--- config.mk ---
export PLATFORM = sky130hd
export DESIGN_NAME = bus_master_port_flat
export DESIGN_NICKNAME = d
export VERILOG_FILES = /design/src/rtl/bus_pkg.sv /design/src/rtl/bus_master_port_if.sv /design/src/rtl/bus_timeout_counter.sv /design/src/rtl/bus_master_port.sv /design/src/flat_wrapper.sv
export SDC_FILE = /design/constraint.sdc
export NUM_CORES = 1
export LEC_CHECK = 0
export ABC_AREA = 1
export CORE_MARGIN = 5
export CORE_UTILIZATION = 44
export CTS_CLUSTER_DIAMETER = 100
export CTS_CLUSTER_SIZE = 25
export DETAILED_ROUTE_END_ITERATION = 7
export GPL_TIMING_DRIVEN = 0
export PLACE_DENSITY = 0.86
export SETUP_SLACK_MARGIN = 0.05
export SLEW_MARGIN = 20
export SYNTH_ARGS = -nofsm -noshare
export SYNTH_HDL_FRONTEND = slang
export SYNTH_SLANG_ARGS = --single-unit
--- constraint.sdc ---
create_clock -name clk -period 2.75 [get_ports clk]
set_input_delay 0.825 -clock clk [delete_from_list [all_inputs] [get_ports clk]]
set_output_delay 0.825 -clock clk [all_outputs]
set_load 0.1 [all_outputs]
--- src/rtl/bus_pkg.sv ---
// Shared definitions for the bus master port: ctrl field layout, FSM state
// encoding and the latched command attributes.
package bus_pkg;

  localparam int unsigned CTRL_WAIT_BIT  = 0;
  localparam int unsigned CTRL_WE_BIT    = 1;
  localparam int unsigned CTRL_BURST_LSB = 2;
  localparam int unsigned CTRL_BURST_W   = 3;
  localparam int unsigned STATE_W        = 3;
  localparam int unsigned WORD_CNT_W     = 4;

  typedef enum logic [STATE_W-1:0] {
    ST_IDLE = 3'd0,
    ST_REQ  = 3'd1,
    ST_ADDR = 3'd2,
    ST_HOLD = 3'd3,
    ST_DATA = 3'd4,
    ST_DONE = 3'd5
  } state_e;

  typedef struct packed {
    logic                    we;
    logic [CTRL_BURST_W-1:0] burst;
  } cmd_attr_t;

endpackage

--- src/rtl/bus_master_port_if.sv ---
// Master-slot side of the shared bus: request/grant plus the broadcast ctrl and
// data buses seen by one master port.
interface bus_master_port_if #(
  parameter int unsigned BUS_WIDTH  = 32,
  parameter int unsigned CTRL_WIDTH = 8
);

  logic                  req;
  logic                  ack;
  logic [CTRL_WIDTH-1:0] ctrl_out;
  logic [CTRL_WIDTH-1:0] ctrl_in;
  logic [BUS_WIDTH-1:0]  bus_out;
  logic [BUS_WIDTH-1:0]  bus_in;

  modport master (
    output req, ctrl_out, bus_out,
    input  ack, ctrl_in, bus_in
  );

  modport slave (
    input  req, ctrl_out, bus_out,
    output ack, ctrl_in, bus_in
  );

endinterface

--- src/rtl/bus_timeout_counter.sv ---
// Stall counter: counts consecutive enabled cycles and flags the cycle that
// reaches TIMEOUT. TIMEOUT = 0 never expires.
module bus_timeout_counter #(
  parameter int unsigned TIMEOUT = 255
) (
  input  logic clk,
  input  logic reset,
  input  logic clear,
  input  logic en,
  output logic expired
);

  localparam int unsigned CNT_W = (TIMEOUT > 1) ? $clog2(TIMEOUT) : 1;
  localparam logic [CNT_W-1:0] CNT_LAST = CNT_W'((TIMEOUT > 0) ? TIMEOUT - 1 : 0);

  logic [CNT_W-1:0] cnt_q;

  // cnt_q holds the number of stalled cycles already seen, so the TIMEOUT-th fires here
  assign expired = (TIMEOUT != 0) && en && (cnt_q == CNT_LAST);

  always_ff @(posedge clk) begin
    if (reset || clear) begin
      cnt_q <= '0;
    end else if (en && !expired) begin
      cnt_q <= cnt_q + CNT_W'(1);
    end
  end

endmodule

--- src/rtl/bus_master_port.sv ---
// Device-side bus master port: takes a local command, arbitrates for the shared
// bus, drives ctrl/address phases, then streams a burst of write or read words.
module bus_master_port
  import bus_pkg::*;
#(
  parameter int unsigned BUS_WIDTH  = 32,
  parameter int unsigned CTRL_WIDTH = 8,
  parameter int unsigned TIMEOUT    = 255
) (
  input  logic                    clk,
  input  logic                    reset,
  input  logic                    cmd_valid,
  output logic                    cmd_ready,
  input  logic [BUS_WIDTH-1:0]    cmd_addr,
  input  logic                    cmd_we,
  input  logic [CTRL_BURST_W-1:0] cmd_burst,
  input  logic [BUS_WIDTH-1:0]    wr_data,
  output logic                    wr_pop,
  output logic [BUS_WIDTH-1:0]    rd_data,
  output logic                    rd_valid,
  output logic                    done,
  output logic                    error,
  bus_master_port_if.master       bus
);

  state_e                state;
  state_e                state_nx;
  logic [BUS_WIDTH-1:0]  addr_q;
  cmd_attr_t             cmd_q;
  logic [WORD_CNT_W-1:0] count_q;
  logic                  req_q;
  logic                  wait_c;
  logic                  beat_c;
  logic                  last_c;
  logic                  tmo_en_c;
  logic                  tmo_expired_c;
  logic [CTRL_WIDTH-1:0] ctrl_c;
  logic                  ctrl_in_unused;

  assign wait_c         = bus.ctrl_in[CTRL_WAIT_BIT];
  assign ctrl_in_unused = ^bus.ctrl_in[CTRL_WIDTH-1:1];
  assign beat_c         = (state == ST_DATA) && !wait_c;
  assign last_c         = beat_c && (count_q == WORD_CNT_W'(cmd_q.burst));
  assign tmo_en_c       = ((state == ST_REQ) && !bus.ack) || ((state == ST_DATA) && wait_c);

  // Any cycle that is not a stall counts as progress and restarts the count
  bus_timeout_counter #(.TIMEOUT(TIMEOUT)) u_timeout (
    .clk     (clk),
    .reset   (reset),
    .clear   (!tmo_en_c),
    .en      (tmo_en_c),
    .expired (tmo_expired_c)
  );

  // Next-state logic; a grant or beat always takes priority over expiry
  always_comb begin
    state_nx = state;
    unique case (state)
      ST_IDLE: if (cmd_valid) state_nx = ST_REQ;
      ST_REQ: begin
        if (bus.ack)           state_nx = ST_ADDR;
        else if (tmo_expired_c) state_nx = ST_DONE;
      end
      ST_ADDR: state_nx = ST_HOLD;
      ST_HOLD: state_nx = ST_DATA;
      ST_DATA: begin
        if (last_c)             state_nx = ST_DONE;
        else if (tmo_expired_c) state_nx = ST_DONE;
      end
      ST_DONE: state_nx = ST_IDLE;
      default: state_nx = ST_IDLE;
    endcase
  end

  always_ff @(posedge clk) begin
    if (reset) begin
      state    <= ST_IDLE;
      req_q    <= 1'b0;
      rd_valid <= 1'b0;
      done     <= 1'b0;
      error    <= 1'b0;
      rd_data  <= '0;
      addr_q   <= '0;
      cmd_q    <= '0;
      count_q  <= '0;
    end else begin
      state    <= state_nx;
      rd_valid <= 1'b0;
      done     <= 1'b0;
      error    <= 1'b0;
      req_q    <= (state_nx != ST_IDLE) && (state_nx != ST_DONE);
      if ((state == ST_IDLE) && cmd_valid) begin
        addr_q      <= cmd_addr;
        cmd_q.we    <= cmd_we;
        cmd_q.burst <= cmd_burst;
        count_q     <= '0;
      end
      if (beat_c) begin
        count_q <= count_q + WORD_CNT_W'(1);
      end
      if (beat_c && !cmd_q.we) begin
        rd_data  <= bus.bus_in;
        rd_valid <= 1'b1;
      end
      // Entering DONE other than on the final beat means a stall expired
      if ((state_nx == ST_DONE) && (state != ST_DONE)) begin
        done  <= 1'b1;
        error <= !last_c;
      end
    end
  end

  always_comb begin
    ctrl_c = '0;
    if ((state == ST_REQ) || (state == ST_ADDR)) begin
      ctrl_c[CTRL_BURST_LSB +: CTRL_BURST_W] = cmd_q.burst;
      ctrl_c[CTRL_WE_BIT]                    = cmd_q.we;
    end
  end

  always_comb begin
    bus.bus_out = '0;
    if ((state == ST_ADDR) || (state == ST_HOLD)) begin
      bus.bus_out = addr_q;
    end else if ((state == ST_DATA) && cmd_q.we) begin
      bus.bus_out = wr_data;
    end
  end

  assign cmd_ready    = (state == ST_IDLE);
  assign wr_pop       = beat_c && cmd_q.we;
  assign bus.req      = req_q;
  assign bus.ctrl_out = ctrl_c;

endmodule

--- src/flat_wrapper.sv ---
// flat-port wrapper written by rule: the top's interface ports become plain ports
module bus_master_port_flat import bus_pkg::*;
#(
  parameter int unsigned BUS_WIDTH  = 32,
  parameter int unsigned CTRL_WIDTH = 8,
  parameter int unsigned TIMEOUT    = 255
)
  (clk, reset, cmd_valid, cmd_ready, cmd_addr, cmd_we, cmd_burst, wr_data, wr_pop, rd_data, rd_valid, done, error, bus_req, bus_ctrl_out, bus_bus_out, bus_ack, bus_ctrl_in, bus_bus_in);
  bus_master_port_if #(.BUS_WIDTH(BUS_WIDTH), .CTRL_WIDTH(CTRL_WIDTH)) bus_i ();
  input  logic clk;
  input  logic reset;
  input  logic cmd_valid;
  output logic cmd_ready;
  input  logic [BUS_WIDTH-1:0] cmd_addr;
  input  logic cmd_we;
  input  logic [CTRL_BURST_W-1:0] cmd_burst;
  input  logic [BUS_WIDTH-1:0] wr_data;
  output logic wr_pop;
  output logic [BUS_WIDTH-1:0] rd_data;
  output logic rd_valid;
  output logic done;
  output logic error;
  output wire logic [$bits(bus_i.req)-1:0] bus_req;
  output wire logic [$bits(bus_i.ctrl_out)-1:0] bus_ctrl_out;
  output wire logic [$bits(bus_i.bus_out)-1:0] bus_bus_out;
  input wire logic [$bits(bus_i.ack)-1:0] bus_ack;
  input wire logic [$bits(bus_i.ctrl_in)-1:0] bus_ctrl_in;
  input wire logic [$bits(bus_i.bus_in)-1:0] bus_bus_in;
  assign bus_req = bus_i.req;
  assign bus_ctrl_out = bus_i.ctrl_out;
  assign bus_bus_out = bus_i.bus_out;
  assign bus_i.ack = bus_ack;
  assign bus_i.ctrl_in = bus_ctrl_in;
  assign bus_i.bus_in = bus_bus_in;
  bus_master_port #(.BUS_WIDTH(BUS_WIDTH), .CTRL_WIDTH(CTRL_WIDTH), .TIMEOUT(TIMEOUT)) u_core (.clk(clk), .reset(reset), .cmd_valid(cmd_valid), .cmd_ready(cmd_ready), .cmd_addr(cmd_addr), .cmd_we(cmd_we), .cmd_burst(cmd_burst), .wr_data(wr_data), .wr_pop(wr_pop), .rd_data(rd_data), .rd_valid(rd_valid), .done(done), .error(error), .bus(bus_i));
endmodule
==> metrics.yaml, run 1 <==
p_total_mw: 3.09
clock-sinks: 87
regToRegSetupSlack_ns: 1.19
ys_types: 31
clock_skew_ns: 0.00880
cts.clk_slew.worst_paths_ns: 0.09
seqPwrFrac_pct: 44.0
initial_utilization_pct: 45.0
cts-root-buf: "clkbuf_8"
path_cells: "clkdlybuf4s50_1"
drc_errors: 0
crit-reg2reg-launch: "u_core.state[0]$_SDFF_PP0_"
drtPass1Iterations: 5
drv_slew: 0
synth_top_area_share_pct: 44.6
h-tree-depth: 3
holdPathStages: 2
path_max_fanout: 2
internal_power_mw: 2.13
synth_seq_cells: 87
grt_usage_pct: 23.2
cts_tree: "built"
tightestPinTransition_ns: 1.01
grt_setup_unrepaired: "true"
dp_hpwl_mm: 10.0
stdcell_count: 831
wire_per_inst_um: 15.6
drive_gt1_share_pct: 14.9
swShare_pct: 31.0
synth_edf_count: 0
utilization_pct: 70.8
top_layer: "met4"
grt_max_degree: 15
dr_wl_met2_mm: 6.45
nNetsFinal: 834
worstPathRequired_ns: 1.93
worst_path_max_delay_cell: "clkdlybuf4s50_1"
ys_warn_count: 0
critPathTopFamily: "buffers and inverters"
avgSynthCellArea_um2: 7.40
placed_area_um2: 5850
relSlewSlack_pct: 32.4
power_density_nw_per_um2: 503
grt_pass1_wl_mm: 20.9
cts_buffers: 9
period_minus_slack_ns: 2.65
rows: 34
grt.overflow.total: 0
antenna_found_initial: 0
p_comb_share_pct: 24.0
critical_path_depth: 1
worst_path_largest_cell_delay_ns: 1.14
synthTopCellsByArea: "dfxtp_1 (45%), a21oi_1 (10%), nand3_1 (9.9%)"
dp_cells: 817
synth_seq_area_share_pct: 44.6
fin_crit_sh_pct: 96.4
worstSetupStartpoint: "u_core.rd_data[5]$_SDFFE_PP0P_"
via_count: 4296
crit_type: "flip-flop to output port"
synth.largest_area_cell: "dfxtp_1"
setup-tns-final_ns: 0
fin_area_um2: 6140
crit_buf_inv: 1
final-hold-violation-count: 0
final_antenna_net_count: 0
synthesis.area_um2: 3900
die_width_um: 104
postSynthCellCount: 528
startpoint_type: "flip-flop"
hp-class: "flip-flop to flip-flop"
area_delta_synth_final_pct: 57.3
core_um2: 8680
p_clk_share_pct: 32.0
finalSetupViolCount: 0
r2r_end: "u_core.rd_data[9]$_SDFFE_PP0P_"
drt_iter0_markers: 267
cp-endpoint: "rd_data[5]"
end_kind: "output port"
num_antenna_cells: 0
setup_slack_ns: 0.100
p_leak_nw: 2.79
wl_met3_mm: 1.23
ys.flop_type: "dfxtp_1"
ir_drop_v: 0.000294
holdWs_ns: 0.458
r2r_cells: 8
design.die.area_um2: 10900
max_freq_ghz: 0.377
die_h_um: 104
switchingPower_uw: 956
ys_async_sr_fraction_pct: 0
grt_pass1_vias: 4371
gp_congestion: 0.875
clockBufferDepth: 2
outcome: "finished clean"
wirelength_mm: 13.0
max-cap-violations: 0
insertion_delay_ns: 0.35
wl_met1_mm: 4.99
worstPathArrival_ns: 1.83
vias_per_cell: 5.17
dpl_worst_slack_ns: -0.876
io_buffers: 178
ioPinCount: 190
-- layer usage --
| metal | vias up | GRT usage [%] |
|---|---|---|
| met3 | 24 | 7.64 |
| met2 | 210 | 39.8 |
| li1 | 2116 | - |
| met4 | 0 | 9.44 |
| met5 | - | 0 |
| met1 | 1946 | 26.3 |
-- sequential cells by signal, indices dropped and copies added (netlist names) --
signal and cells:
u_core.addr_q 32, u_core.cmd_q 4, u_core.rd_valid 1, u_core.state 3
u_core.u_timeout.cnt_q 8, u_core.error 1, u_core.done 1, u_core.rd_data 32
u_core.count_q 4, u_core.bus.req 1
-- repair_timing --
item	in CTS	in global routing
setup endpoints to repair	43	57
buffers inserted	0	1
gates resized for setup	244	50
hold buffers	0	0
pin swaps	0	1
cloned	0	0
-- power by group through the flow --
stage,combinational (mW),clock [mW],sequential (mW)
after floorplan,0.418,0,1.42
after CTS,0.731,1.00,1.36
after global placement,0.719,0,1.38
after detailed placement,0.737,0,1.38
after global routing,0.795,1.06,1.37
final,0.742,0.986,1.36
-- worst min path at each step --
stage          slack [ns]                             end                            from
3_3_place_gp         0.44  u_core.addr_q[19]$_SDFFE_PP0P_  u_core.addr_q[19]$_SDFFE_PP0P_
4_1_cts              0.46  u_core.addr_q[31]$_SDFFE_PP0P_  u_core.addr_q[31]$_SDFFE_PP0P_
3_5_place_dp         0.45  u_core.addr_q[31]$_SDFFE_PP0P_  u_core.addr_q[31]$_SDFFE_PP0P_
5_1_grt              0.48  u_core.addr_q[24]$_SDFFE_PP0P_  u_core.addr_q[24]$_SDFFE_PP0P_
6_report             0.46   u_core.addr_q[0]$_SDFFE_PP0P_   u_core.addr_q[0]$_SDFFE_PP0P_
2_1_floorplan        0.43   u_core.addr_q[0]$_SDFFE_PP0P_   u_core.addr_q[0]$_SDFFE_PP0P_
-- layout by cell type, fill, tap and decap left out, types with 7 or more instances in the layout --
cell type          n
dlymetal6s2s_1    22
nor2_1            13
buf_4             20
inv_2              7
a21oi_1           80
buf_2              8
o21ai_1           33
inv_1             56
dfxtp_1           87
nand2_1           63
o21ai_0           40
buf_6             29
clkdlybuf4s50_1  113
clkbuf_1           8
clkbuf_8          10
nand3_1           77
-- Yosys cell counts, drive strengths merged (2+ instances only) --
master / count
a21oi: 80
dfxtp: 87
nor3: 2
nor2: 20
nand4: 3
o21ai: 73
ha: 3
a211oi: 3
inv: 63
nand2: 70
nand3: 79
buf: 23
clkbuf: 17
-- cell type report --
cell class / instances / area, um^2
Buffer: 38 / 244
Clock inverter: 5 / 82.6
Tap cell: 108 / 135
Fill cell: 740 / 2540
Inverter: 63 / 236
Timing Repair Buffer: 179 / 1850
Sequential cell: 87 / 1740
Clock buffer: 10 / 138
Multi-Input combinational cell: 341 / 1720
-- cell families after synthesis --
group                    Yosys count  synth area share, %
other                              1               0.0960
flip-flops                        87                 44.6
AND/OR/NAND/NOR                  174                 21.2
AO/OA/AOI/OAI                    158                 20.6
adder cells (fa/ha/maj)            3                0.961
buffers and inverters            103                 12.1
XOR/XNOR                           2                0.449
Power figures use the tool's default switching activity.
==> run 2: changes to the inputs <==
--- a/config.mk
+++ b/config.mk
@@ -14,4 +14,5 @@
 export GPL_TIMING_DRIVEN = 0
 export PLACE_DENSITY = 0.86
+export REMOVE_ABC_BUFFERS = 1
 export SETUP_SLACK_MARGIN = 0.05
 export SLEW_MARGIN = 20
==> constraint.sdc (replaced) <==
create_clock -name clk -period 2.75 [get_ports clk]
set_input_delay 0.825 -clock clk [delete_from_list [all_inputs] [get_ports clk]]
set_output_delay 0.825 -clock clk [all_outputs]
set_load 0.05 [all_outputs]
==> run 2 against run 1 <==
Die area unchanged. Via count shrank 3.8%. Sequential power barely moved.
==> metrics.yaml, run 2 (same netlist as run 1, synthesis figures left out) <==
drc_errors: 0
gp_congestion: 0.873
drt_iter0_markers: 173
dp_hpwl_mm: 8.69
final_antenna_net_count: 0
power_density_nw_per_um2: 492
max-cap-violations: 0
die_h_um: 104
cts_buffers: 9
holdPathStages: 2
num_antenna_cells: 0
final_cell_mix: "clkdlybuf4s50_1 (139), dfxtp_1 (83), a21oi_1 (80)"
final-hold-violation-count: 0
antenna_found_initial: 0
grt_setup_unrepaired: "false"
gr-usage-met3_pct: 4.78
dp_cells: 777
cts-root-buf: "clkbuf_8"
fin_crit_sh_pct: 95.3
crit-reg2reg-launch: "u_core.state[1]$_SDFF_PP0_"
r2r_end: "u_core.rd_data[14]$_SDFFE_PP0P_"
use_met2_pct: 38.1
grt_pass1_vias: 4017
cts_tree: "built"
end_kind: "output port"
drv_slew: 0
min_to: "u_core.addr_q[13]$_SDFFE_PP0P_"
p_leak_nw: 2.22
regToRegSetupSlack_ns: 0.81
setup-tns-final_ns: 0
worstPathArrival_ns: 1.80
vias_per_cell: 5.18
grt_usage_pct: 21.3
io_buffers: 178
insertion_delay_ns: 0.35
max_freq_ghz: 0.381
r2r_cells: 6
design.die.area_um2: 10900
grt_max_degree: 78
clock_skew_ns: 0.00996
startpoint_type: "flip-flop"
stdcell_count: 798
cts.clk_slew.worst_paths_ns: 0.08
p_total_mw: 2.83
area_delta_synth_final_pct: 47.2
clock-sinks: 87
cts_hold_buf: 0
wire_per_inst_um: 15.4
finalSetupViolCount: 0
nNetsFinal: 801
h-tree-depth: 3
outcome: "finished clean"
grt.overflow.total: 0
tightestPinTransition_ns: 0.794
use_met1_pct: 24.3
core_um2: 8680
die_width_um: 104
grt_pass1_wl_mm: 19.3
path_max_fanout: 15
via_count: 4132
drtPass1Iterations: 5
clockBufferDepth: 2
final_common_cell: "clkdlybuf4s50_1"
rows: 34
min-delay-start: "u_core.addr_q[13]$_SDFFE_PP0P_"
hp-class: "flip-flop to flip-flop"
wirelength_mm: 12.3
drive_gt1_share_pct: 12.5
period_minus_slack_ns: 2.62
crit_type: "flip-flop to output port"
initial_utilization_pct: 45.0
ir_drop_v: 0.000349
relSlewSlack_pct: 47.1
busiest_layer: "met2"
ioPinCount: 190
worstPathRequired_ns: 1.93
reg_top3: "u_core.addr_q (32), u_core.rd_data (32), u_core.u_timeout.cnt_q (8)"
run 2: changes by cell type in the layout (fill, tap and decap cells not counted), moves of 14 or more:
cell / change
buf_2: +16
dlymetal6s2s_1: -22
buf_4: -14
buf_6: -27
o21ai_0: +32
o21ai_1: -32
clkdlybuf4s50_1: +26
run 2: how the worst max path moves through the flow:
stage                                       from                                endpoint  cells after the start
CTS                   u_core.state[1]$_SDFF_PP0_                          bus_bus_out[7]                      7
floorplan             u_core.state[2]$_SDFF_PP0_                          bus_bus_out[0]                      3
global route          u_core.state[0]$_SDFF_PP0_                          bus_bus_out[4]                      7
finish                u_core.state[1]$_SDFF_PP0_                          bus_bus_out[8]                      7
detailed placement  u_core.cmd_q[3]$_SDFFE_PP0P_                         bus_ctrl_out[1]                      3
global placement                           reset  u_core.u_timeout.cnt_q[3]$_SDFFE_PP0P_                      6
run 2: cell type report:
class	count	area (um^2)
clock buffers	11	151
clock inverters	4	55.1
fillers	759	2930
inverters	63	246
multi-input cells	341	1720
flip-flops and latches	87	1750
well taps	108	135
repair buffers	182	1680
repair inverters	2	12.5
run 2: timing repair:
item | in CTS | in global routing
buffers inserted | 3 | 1
pin swaps | 0 | 1
gates cloned | 1 | 1
resized for setup | 214 | 29
endpoints found under the setup margin | 70 | 109
run 2: routing by layer:
metal  share of wire, %  wire length (um)
met2                 54              6590
met1                 38              4730
met5                  0                 0
met4                3.5               424
met3                4.3               532
run 2: power by group:
part           total, mW  internal [mW]  switching [mW]
Clock              0.906          0.468           0.439
Combinational      0.552          0.222           0.330
Sequential          1.37           1.33          0.0383
run 2: metrics by stage:
| step | utilization [%] | setup WS, ns | area, um^2 | hold WS (ns) |
|---|---|---|---|---|
| after floorplan | - | -0.103 | 3680 | 0.427 |
| after global placement | 64.5 | -1.25 | 5600 | 0.435 |
| after detailed placement | 64.4 | -0.858 | 5590 | 0.439 |
| after CTS | 65.9 | 0.0531 | 5720 | 0.452 |
| after global routing | 66.2 | 0.0501 | 5750 | 0.464 |
| final | 66.2 | 0.128 | 5750 | 0.451 |
run 2: critical path, cell delays in order, from the launching register on:
cell and delay [ns]:
dfxtp_2 0.38, nor2_4 0.17, nand2_2 0.14, clkinvlp_4 0.12, buf_12 0.14, nand3_1 0.08, o21ai_0 0.11, buf_2 0.30
